[src/rtl/mlp_stream_ctrl.sv]
// mlp_stream_ctrl: sequences one MLP job (two passes) between a 32-bit word
// memory and the int8 MLP accelerator. Each pass kicks the accelerator,
// streams 1104 words (ifmap, weights, bias) and collects 64 ofmap words.
// mode 0: two independent 64x64 layers. mode 1: one 128-input layer in two
// halves, with the pass-0 partial sums re-read as the pass-1 bias.
// Optional collect watchdog: define MLP_WDOG_EN.
module mlp_stream_ctrl #(
  parameter int unsigned     AW          = 12,
  parameter logic [AW-1:0]   IFMAP_BASE  = 12'h000,
  parameter logic [AW-1:0]   WEIGHT_BASE = 12'h020,
  parameter logic [AW-1:0]   BIAS_BASE   = 12'h820,
  parameter logic [AW-1:0]   OUT_BASE    = 12'h8A0,
  parameter int unsigned     WDOG_CYCLES = 4096
) (
  input  logic          clk,
  input  logic          rst,
  input  logic          start,
  input  logic          mode,
  output logic          busy,
  output logic          done,
  output logic          err,
  output logic          mem_rd_en,
  output logic [AW-1:0] mem_rd_addr,
  input  logic [31:0]   mem_rdata,
  output logic          mem_wr_en,
  output logic [AW-1:0] mem_wr_addr,
  output logic [31:0]   mem_wdata,
  output logic          acc_ready,
  output logic          acc_i_en,
  output logic [31:0]   acc_data_in,
  input  logic          acc_valid,
  input  logic [31:0]   acc_ofmap
);

  localparam logic [10:0] LOAD_WORDS = 11'd1104;

  if (WDOG_CYCLES < 2) begin : g_wdog_range
    $error("WDOG_CYCLES must be at least 2");
  end

  typedef enum logic [2:0] {
    S_IDLE, S_ARM, S_KICK, S_LOAD, S_DRAIN, S_COLLECT, S_NEXT, S_FIN
  } state_t;

  state_t      state;
  logic        mode_q;
  logic        pass;
  logic [10:0] cnt;
  logic [5:0]  idx;

`ifdef MLP_WDOG_EN
  localparam int unsigned WDOG_W = $clog2(WDOG_CYCLES + 1);
  logic [WDOG_W-1:0] wdog;
  logic              err_q;
  assign err = err_q;
`else
  assign err = 1'b0;
`endif

  // Read data goes straight to the accelerator one cycle after the read; only
  // the strobe is registered (acc_i_en follows mem_rd_en), so the stream has
  // no bubbles and data_in is zero whenever the strobe is low.
  assign acc_data_in = acc_i_en ? mem_rdata : '0;

  // Stream word c of pass p: ifmap, then weights, then bias.
  function automatic logic [AW-1:0] rd_addr_of(input logic [10:0] c,
                                               input logic p,
                                               input logic m);
    logic [9:0]    k;
    logic [5:0]    b;
    logic [AW-1:0] a;
    k = 10'(c - 11'd16);
    b = 6'(c - 11'd1040);
    if (c < 11'd16)
      a = IFMAP_BASE + AW'({p, c[3:0]});
    else if (c < 11'd1040)
      a = m ? WEIGHT_BASE + AW'({k[9:4], p, k[3:0]})
            : WEIGHT_BASE + AW'({p, k});
    else if (m)
      a = p ? OUT_BASE + AW'(b) : BIAS_BASE + AW'(b);
    else
      a = BIAS_BASE + AW'({p, b});
    return a;
  endfunction

  // Job sequencer with registered control, memory and accelerator outputs.
  always_ff @(posedge clk) begin
    if (rst) begin
      state       <= S_IDLE;
      mode_q      <= 1'b0;
      pass        <= 1'b0;
      cnt         <= '0;
      idx         <= '0;
      busy        <= 1'b0;
      done        <= 1'b0;
      mem_rd_en   <= 1'b0;
      mem_rd_addr <= '0;
      mem_wr_en   <= 1'b0;
      mem_wr_addr <= '0;
      mem_wdata   <= '0;
      acc_ready   <= 1'b0;
      acc_i_en    <= 1'b0;
`ifdef MLP_WDOG_EN
      wdog        <= '0;
      err_q       <= 1'b0;
`endif
    end else begin
      done      <= 1'b0;
      acc_ready <= 1'b0;
      mem_wr_en <= 1'b0;
      acc_i_en  <= mem_rd_en;
      case (state)
        S_IDLE: begin
          if (start) begin
            mode_q <= mode;
            pass   <= 1'b0;
            busy   <= 1'b1;
`ifdef MLP_WDOG_EN
            err_q  <= 1'b0;
`endif
            state  <= S_ARM;
          end
        end
        S_ARM: begin
          if (!acc_valid) begin
            acc_ready <= 1'b1;
            state     <= S_KICK;
          end
        end
        S_KICK: begin
          mem_rd_en   <= 1'b1;
          mem_rd_addr <= rd_addr_of(11'd0, pass, mode_q);
          cnt         <= 11'd1;
          state       <= S_LOAD;
        end
        S_LOAD: begin
          if (cnt == LOAD_WORDS) begin
            mem_rd_en <= 1'b0;
            state     <= S_DRAIN;
          end else begin
            mem_rd_addr <= rd_addr_of(cnt, pass, mode_q);
            cnt         <= cnt + 11'd1;
          end
        end
        S_DRAIN: begin
          idx   <= '0;
`ifdef MLP_WDOG_EN
          wdog  <= '0;
`endif
          state <= S_COLLECT;
        end
        S_COLLECT: begin
          if (acc_valid) begin
            mem_wr_en   <= 1'b1;
            mem_wr_addr <= OUT_BASE + AW'({pass, idx});
            mem_wdata   <= acc_ofmap;
            idx         <= idx + 6'd1;
`ifdef MLP_WDOG_EN
            wdog        <= '0;
`endif
            if (idx == 6'd63)
              state <= pass ? S_FIN : S_NEXT;
          end
`ifdef MLP_WDOG_EN
          else if (wdog == WDOG_W'(WDOG_CYCLES - 1)) begin
            err_q <= 1'b1;
            state <= S_FIN;
          end else begin
            wdog <= wdog + 1'b1;
          end
`endif
        end
        S_NEXT: begin
          pass  <= 1'b1;
          state <= S_ARM;
        end
        S_FIN: begin
          done  <= 1'b1;
          busy  <= 1'b0;
          state <= S_IDLE;
        end
        default: state <= S_IDLE;
      endcase
    end
  end

endmodule
[config.mk]
export PLATFORM = sky130hd
export DESIGN_NAME = mlp_stream_ctrl
export DESIGN_NICKNAME = d
export VERILOG_FILES = /design/src/rtl/mlp_stream_ctrl.sv
export SDC_FILE = /design/constraint.sdc
export NUM_CORES = 1
export LEC_CHECK = 0
export CAP_MARGIN = 10
export CORE_ASPECT_RATIO = 0.8
export CORE_UTILIZATION = 43
export CTS_CLUSTER_DIAMETER = 40
export DETAILED_ROUTE_END_ITERATION = 10
export GPL_TIMING_DRIVEN = 0
export PLACE_DENSITY = 0.77
export SLEW_MARGIN = 15
export SYNTH_ARGS = -nofsm -noshare
export SYNTH_HDL_FRONTEND = slang
export SYNTH_SLANG_ARGS = --single-unit
[constraint.sdc]
create_clock -name clk -period 2.6 [get_ports clk]
set_clock_uncertainty 0.2 [all_clocks]
set_input_delay 0.26 -clock clk [delete_from_list [all_inputs] [get_ports clk]]
set_output_delay 0.26 -clock clk [all_outputs]
set_load 0.01 [all_outputs]
---- After elaboration in Yosys (flattened, before gate mapping) ----
Cells that the tools add are included.
word-level totals
  bits in registers ....................... 84
  latch bits .............................. 0
  RAM bits ................................ 0
  ROM bits ................................ 0
  input bits .............................. 69
  output and inout port bits .............. 95
  word-level logic and storage cells ...... 86
  memories ................................ 0
operators by class
  $add $sub $neg .......................... 10
  multipliers ............................. 0
  div/mod/pow operators ................... 0
  magnitude comparators ................... 2
  equality and inequality tests ........... 15
  shift-type cells ........................ 0
  multiplexer cells ....................... 28
  bitwise operators ....................... 2
  reduce and logical (&&, ||, !) cells .... 15
operators by type and width
  operator                                                               number
  12-bit two-way mux                                                     6
  32-bit two-way mux                                                     1
  12-bit by 6-bit adder with 12-bit output, first input constant         2
  12-bit by 7-bit adder with 12-bit output, first input constant         2
  6-bit by 11-bit adder with 12-bit output, first input constant         2
  12-bit one-hot mux with 2 select lines                                 1
  3-bit one-hot mux with 8 select lines                                  1
  11-bit one-hot mux with 2 select lines                                 1
  3-bit two-way mux                                                      5
  2-bit AND reduction                                                    7
  3-bit == test, second input constant                                   4
  2-bit inequality test, second input constant                           6
  6-bit one-hot mux with 2 select lines                                  1
  11-bit by 1-bit adder with 11-bit output, second input constant        1
  11-bit == test, second input constant                                  1
  11-bit < comparator, second input constant                             1
  11-bit by 5-bit < comparator with 1-bit output, second input constant  1
  11-bit two-way mux                                                     1
  10-bit by 5-bit subtractor with 10-bit output, second input constant   1
  2-bit nonzero test                                                     4
  1-bit two-way mux                                                      7
  6-bit by 1-bit adder with 6-bit output, second input constant          1
  3-bit by 2-bit == test with 1-bit output, second input constant        2
  6-bit == test, second input constant                                   1
  other kinds (8)                                                        12

---- Longest topological paths before layout ----
  word-level depth ........................ 8
  depth in mapped cells ................... 11
  depth with buffers taken out ............ 10

---- Worst setup path after synthesis ----
OpenSTA, ideal clock, no wires.
  path type ............................... register to register
  from .................................... register mode_q
  to ...................................... register mem_rd_addr[11]
  setup time .............................. 0.070 ns
  data arrival time ....................... 1.944 ns
  required time ........................... 2.330 ns
  slack ................................... 0.386 ns
  stages on the path, launching flop included .. 9
  buffers on the path ..................... 2
  clock period less this slack ............ 2.214 ns
  path through ............................ dfxtp_1 > buf_2 > buf_1 > mux2i_1 > ha_1 > o21ai_2 > a2111oi_2 > o21ai_1 > a21oi_1
on the way
  longest elaborated chain between the ends .. 5
  elaborated cells between the ends (all ways) .. 6
  those cells by class .................... 6 x mux
ends and longest elaborated chain
  element                                       line    source
  start: declaration                            46      logic mode_q;
  start signal: assignment                      115     mode_q <= mode;
  12-bit two-way mux, on equally long branches  79, 77
  12-bit two-way mux (*)                        76      else if (c < 11'd1040)
  12-bit two-way mux (*)                        74      if (c < 11'd16)
  12-bit two-way mux (*)                        137     if (cnt == LOAD_WORDS) begin
  12-bit one-hot mux with 2 select lines (*)    112     case (state)
  end signal: assignment                        132     mem_rd_addr <= rd_addr_of(11'd0, pass, mode_q);
  end signal: assignment                        141     mem_rd_addr <= rd_addr_of(cnt, pass, mode_q);
  end: declaration                              23      output logic [AW-1:0] mem_rd_addr,
Every way passes the cells marked *; elsewhere a longest branch is shown, timed or not. The select of a mux whose other input is x is not followed.
A chain may end at the register's enable or synchronous reset.

---- Worst setup path in the final report ----
Ends and elaborated chain as after synthesis.

==> impl_metrics.py <==
metrics = {
    "logic_synthesis": {
        "synth_seq_cells": 82,
        "yosys-top-cells-area": "dfxtp_1, nand2_1, a21oi_1",
        "synth-async-reset-ratio": 0,
        "synth.top_cell.area_share": 0.4216,
        "synth_area_leader_cell": "dfxtp_1",
        "synth_edf_count": 0,
        "synth_cell_types": 56,
        "synth.yosys.seq_area_share": 0.4216,
        "synth_cells": 503,
        "synth_most_common_cell": "nand2_1",
        "syn_area_per_cell_um2": 7.741,
        "syn_area_mm2": 0.003894,
        "synth_ff_type": "dfxtp_1",
        "yosys_warnings": 0,
        "synth_common_cells": "nand2_1, dfxtp_1, a21oi_1, nor2_1, and2_1",
    },
    "timing": {
        "final.period_utilization": 0.9320,
        "finalCriticalPeriod_ns": 2.423,
        "finalHoldViolCount": 0,
        "fmax_ghz": 0.4127,
        "max_slew_margin": 0.4980,
        "rsz0062_at_grt": "no",
        "tns_ns": 0,
        "slew_viol_final": 0,
        "tightestPinTransition_ns": 0.7531,
        "finalWorstSetupSlack_ns": 0.1769,
        "setup_viol": 0,
    },
    "worst_setup_path": {
        "cp_max_fo": 10,
        "critical_path.cell_chain": "buf_2 > clkbuf_2 > mux2i_1 > ha_1 > o21ai_2 > a2111oi_2 > o21ai_1 > a21oi_1",
        "cp-end-kind": "flop",
        "cp.arrival_ns": 2.48,
        "crit_type": "flop to flop",
        "cp.required_ns": 2.66,
        "cpPeakStageDelay_ns": 0.42,
        "critPathTopFamily": "compound AO/OA/AOI/OAI gates",
        "start_kind": "flop",
        "crit_path_top_delay_cell": "dfxtp_1",
        "worst-path-buf-inv": 2,
    },
    "grt": {
        "grt_pass1_vias": 3739,
        "grt_use_total": 0.2450,
        "grt_max_degree": 15,
        "grt_overflow_total": 0,
        "grt_antenna_before_repair": 0,
        "grt_pass1_wl_mm": 17.98,
    },
    "place": {
        "pre_cts_ws_ns": 0.06125,
        "portBuffers": 159,
        "dp_hpwl_mm": 8.793,
        "gp_congestion": 0.8610,
    },
    "clock_tree": {
        "post-cts-setup-buffers": 0,
        "clock-sinks": 82,
        "clkTransAtPathRegs_ns": 0.06,
        "cts_root_buf": "clkbuf_16",
        "cts-buffers-inserted": 9,
        "clock_latency_ns": 0.34,
        "clockBufferDepth": 2,
        "htreeDepth": 3,
        "cts_tree": "done",
    },
    "floorplan": {
        "dieArea_mm2": 0.009442,
        "die_h_um": 87.11,
        "floorplan.initialDensity": 0.4510,
        "num_rows": 30,
        "io_pins": 164,
        "core_mm2": 0.008633,
        "die_w_um": 108.4,
    },
    "power_and_ir_drop": {
        "leakagePower_nw": 2.138,
        "vdd_drop_max_uv": 415.0,
        "power_density_mw_per_mm2": 488.4,
        "power_w": 0.002905,
    },
    "routing": {
        "vias_per_cell": 5.049,
        "wl_per_cell_um": 14.26,
        "wl_met2_mm": 5.425,
        "top_layer_used": "met4",
        "via_count": 3999,
        "wirelength_mm": 11.29,
        "drc": 0,
        "met1_length_mm": 4.916,
        "met3WireLength_um": 839,
        "drt_iter0_drc": 294,
        "antenna_left": 0,
        "firstDrtPassIters": 4,
    },
    "final_layout": {
        "syn_to_final_growth_pct": 52.80,
        "fin_nets": 753,
        "drive_gt1_frac": 0.05882,
        "nFillCells": 739,
        "n_antenna_cell": 0,
    },
    "job": {
        "maxCapViolations": 0,
    },
    "hold_path": {
        "min_path_type": "flop to flop",
    },
    "outcome": {
        "status": "finished clean",
    },
}
==> area by class of cell <==
type / count / area, um2 / share of cell area
Clock inverter: 5 / 61.31 / 0.01030
Clock buffer: 11 / 242.7 / 0.04080
Timing Repair Buffer: 159 / 1592 / 0.2675
Multi-Input combinational cell: 375 / 2064 / 0.3470
Tap cell: 112 / 140.1 / 0.02355
Inverter: 13 / 48.80 / 0.008202
Sequential cell: 82 / 1643 / 0.2761
Buffer: 35 / 157.7 / 0.02650
==> report_power, final <==
| group | total, W | internal [W] | switching, W |
|---|---|---|---|
| combinational | 0.000334 | 0.000187 | 0.000148 |
| clock | 0.00128 | 0.000773 | 0.000511 |
| sequential | 0.00129 | 0.00127 | 0.0000155 |
==> tightest hold or removal path: cells and delay by family (launching register included) <==
family,cells,cell delay (ns)
AOI/OAI and AO/OA,1,0.05
and+or+nand+nor,1,0.05
DFF,1,0.31
==> per-layer routing <==
metal / GRT usage / up-vias
met2: 0.4227 / 136
met3: 0.06731 / 10
met4: 0.06020 / 0
met1: 0.3032 / 1845
met5: 0 / -
li1: - / 2008
==> worst paths after layout <==
path	startpoint	to	slack [ns]	cells past startpoint
hold / removal	mem_rd_addr[9]	mem_rd_addr[9]	0.24	2
setup / recovery	mode_q	mem_rd_addr[11]	0.18	8
setup reg to reg	mode_q	mem_rd_addr[11]	0.18	8
hold reg to reg	mem_rd_addr[9]	mem_rd_addr[9]	0.24	2
==> stage by stage <==
| step | area, um2 | std cells | util | hold slack [ns] |
|---|---|---|---|---|
| global placement | 5633 | 776 | 0.6525 | 0.2350 |
| finish | 5949 | 792 | 0.6891 | 0.2431 |
| detailed placement | 5633 | 776 | 0.6525 | 0.2398 |
| floorplan | 3901 | 505 | - | 0.1387 |
| global route | 5949 | 792 | 0.6891 | 0.2683 |
| CTS | 5937 | 792 | 0.6877 | 0.2473 |
==> registers in the layout, indices dropped and copies added, names as in the netlist <==
| register | count |
|---|---|
| acc_ready | 1 |
| mem_wr_en | 1 |
| busy | 1 |
| mode_q | 1 |
| done | 1 |
| pass | 1 |
| mem_rd_addr | 12 |
| mem_rd_en | 1 |
| acc_i_en | 1 |
| cnt | 11 |
| mem_wr_addr | 10 |
| idx | 6 |
| mem_wdata | 32 |
| state | 3 |
==> cell families (layout without fill, tap and decap cells) <==
family	Yosys count	count (layout)	share of synthesized area
AO/OA/AOI/OAI	101	101	0.1510
XOR/XNOR	17	17	0.03824
adder cells (fa/ha/maj)	9	9	0.02892
buffers and inverters	48	223	0.05270
flip-flops	82	82	0.4216
multiplexers	6	6	0.01542
other	1	3	0.0009631
AND/OR/NAND/NOR	239	239	0.2911
==> cells in the final DEF, fill, tap and decap left out, types with 2 or more instances in the layout <==
cell type / instances
clkinvlp_4: 3
a211oi_1: 3
xor2_1: 8
clkbuf_1: 25
nor2b_1: 4
nor3_2: 2
and2_1: 33
mux2i_1: 6
o211ai_1: 3
buf_2: 5
inv_1: 12
nand3_1: 12
xnor2_1: 8
ha_1: 8
clkbuf_16: 9
dfxtp_1: 81
nand3b_1: 2
nor3_1: 9
or4_1: 2
conb_1: 3
nand2b_1: 3
nor3b_1: 2
a22oi_1: 2
or3_1: 7
nand2_1: 104
nand4_1: 6
a21oi_1: 63
clkdlybuf4s50_1: 159
buf_4: 3
o21ai_1: 5
or2_1: 2
o21ai_0: 9
and3_1: 2
nor2_1: 43
==> timing repair <==
action	CTS	global route
hold buffers	0	0
endpoints found under the setup margin	0	6
resized for setup	0	4
Power figures use the tool's default switching activity.
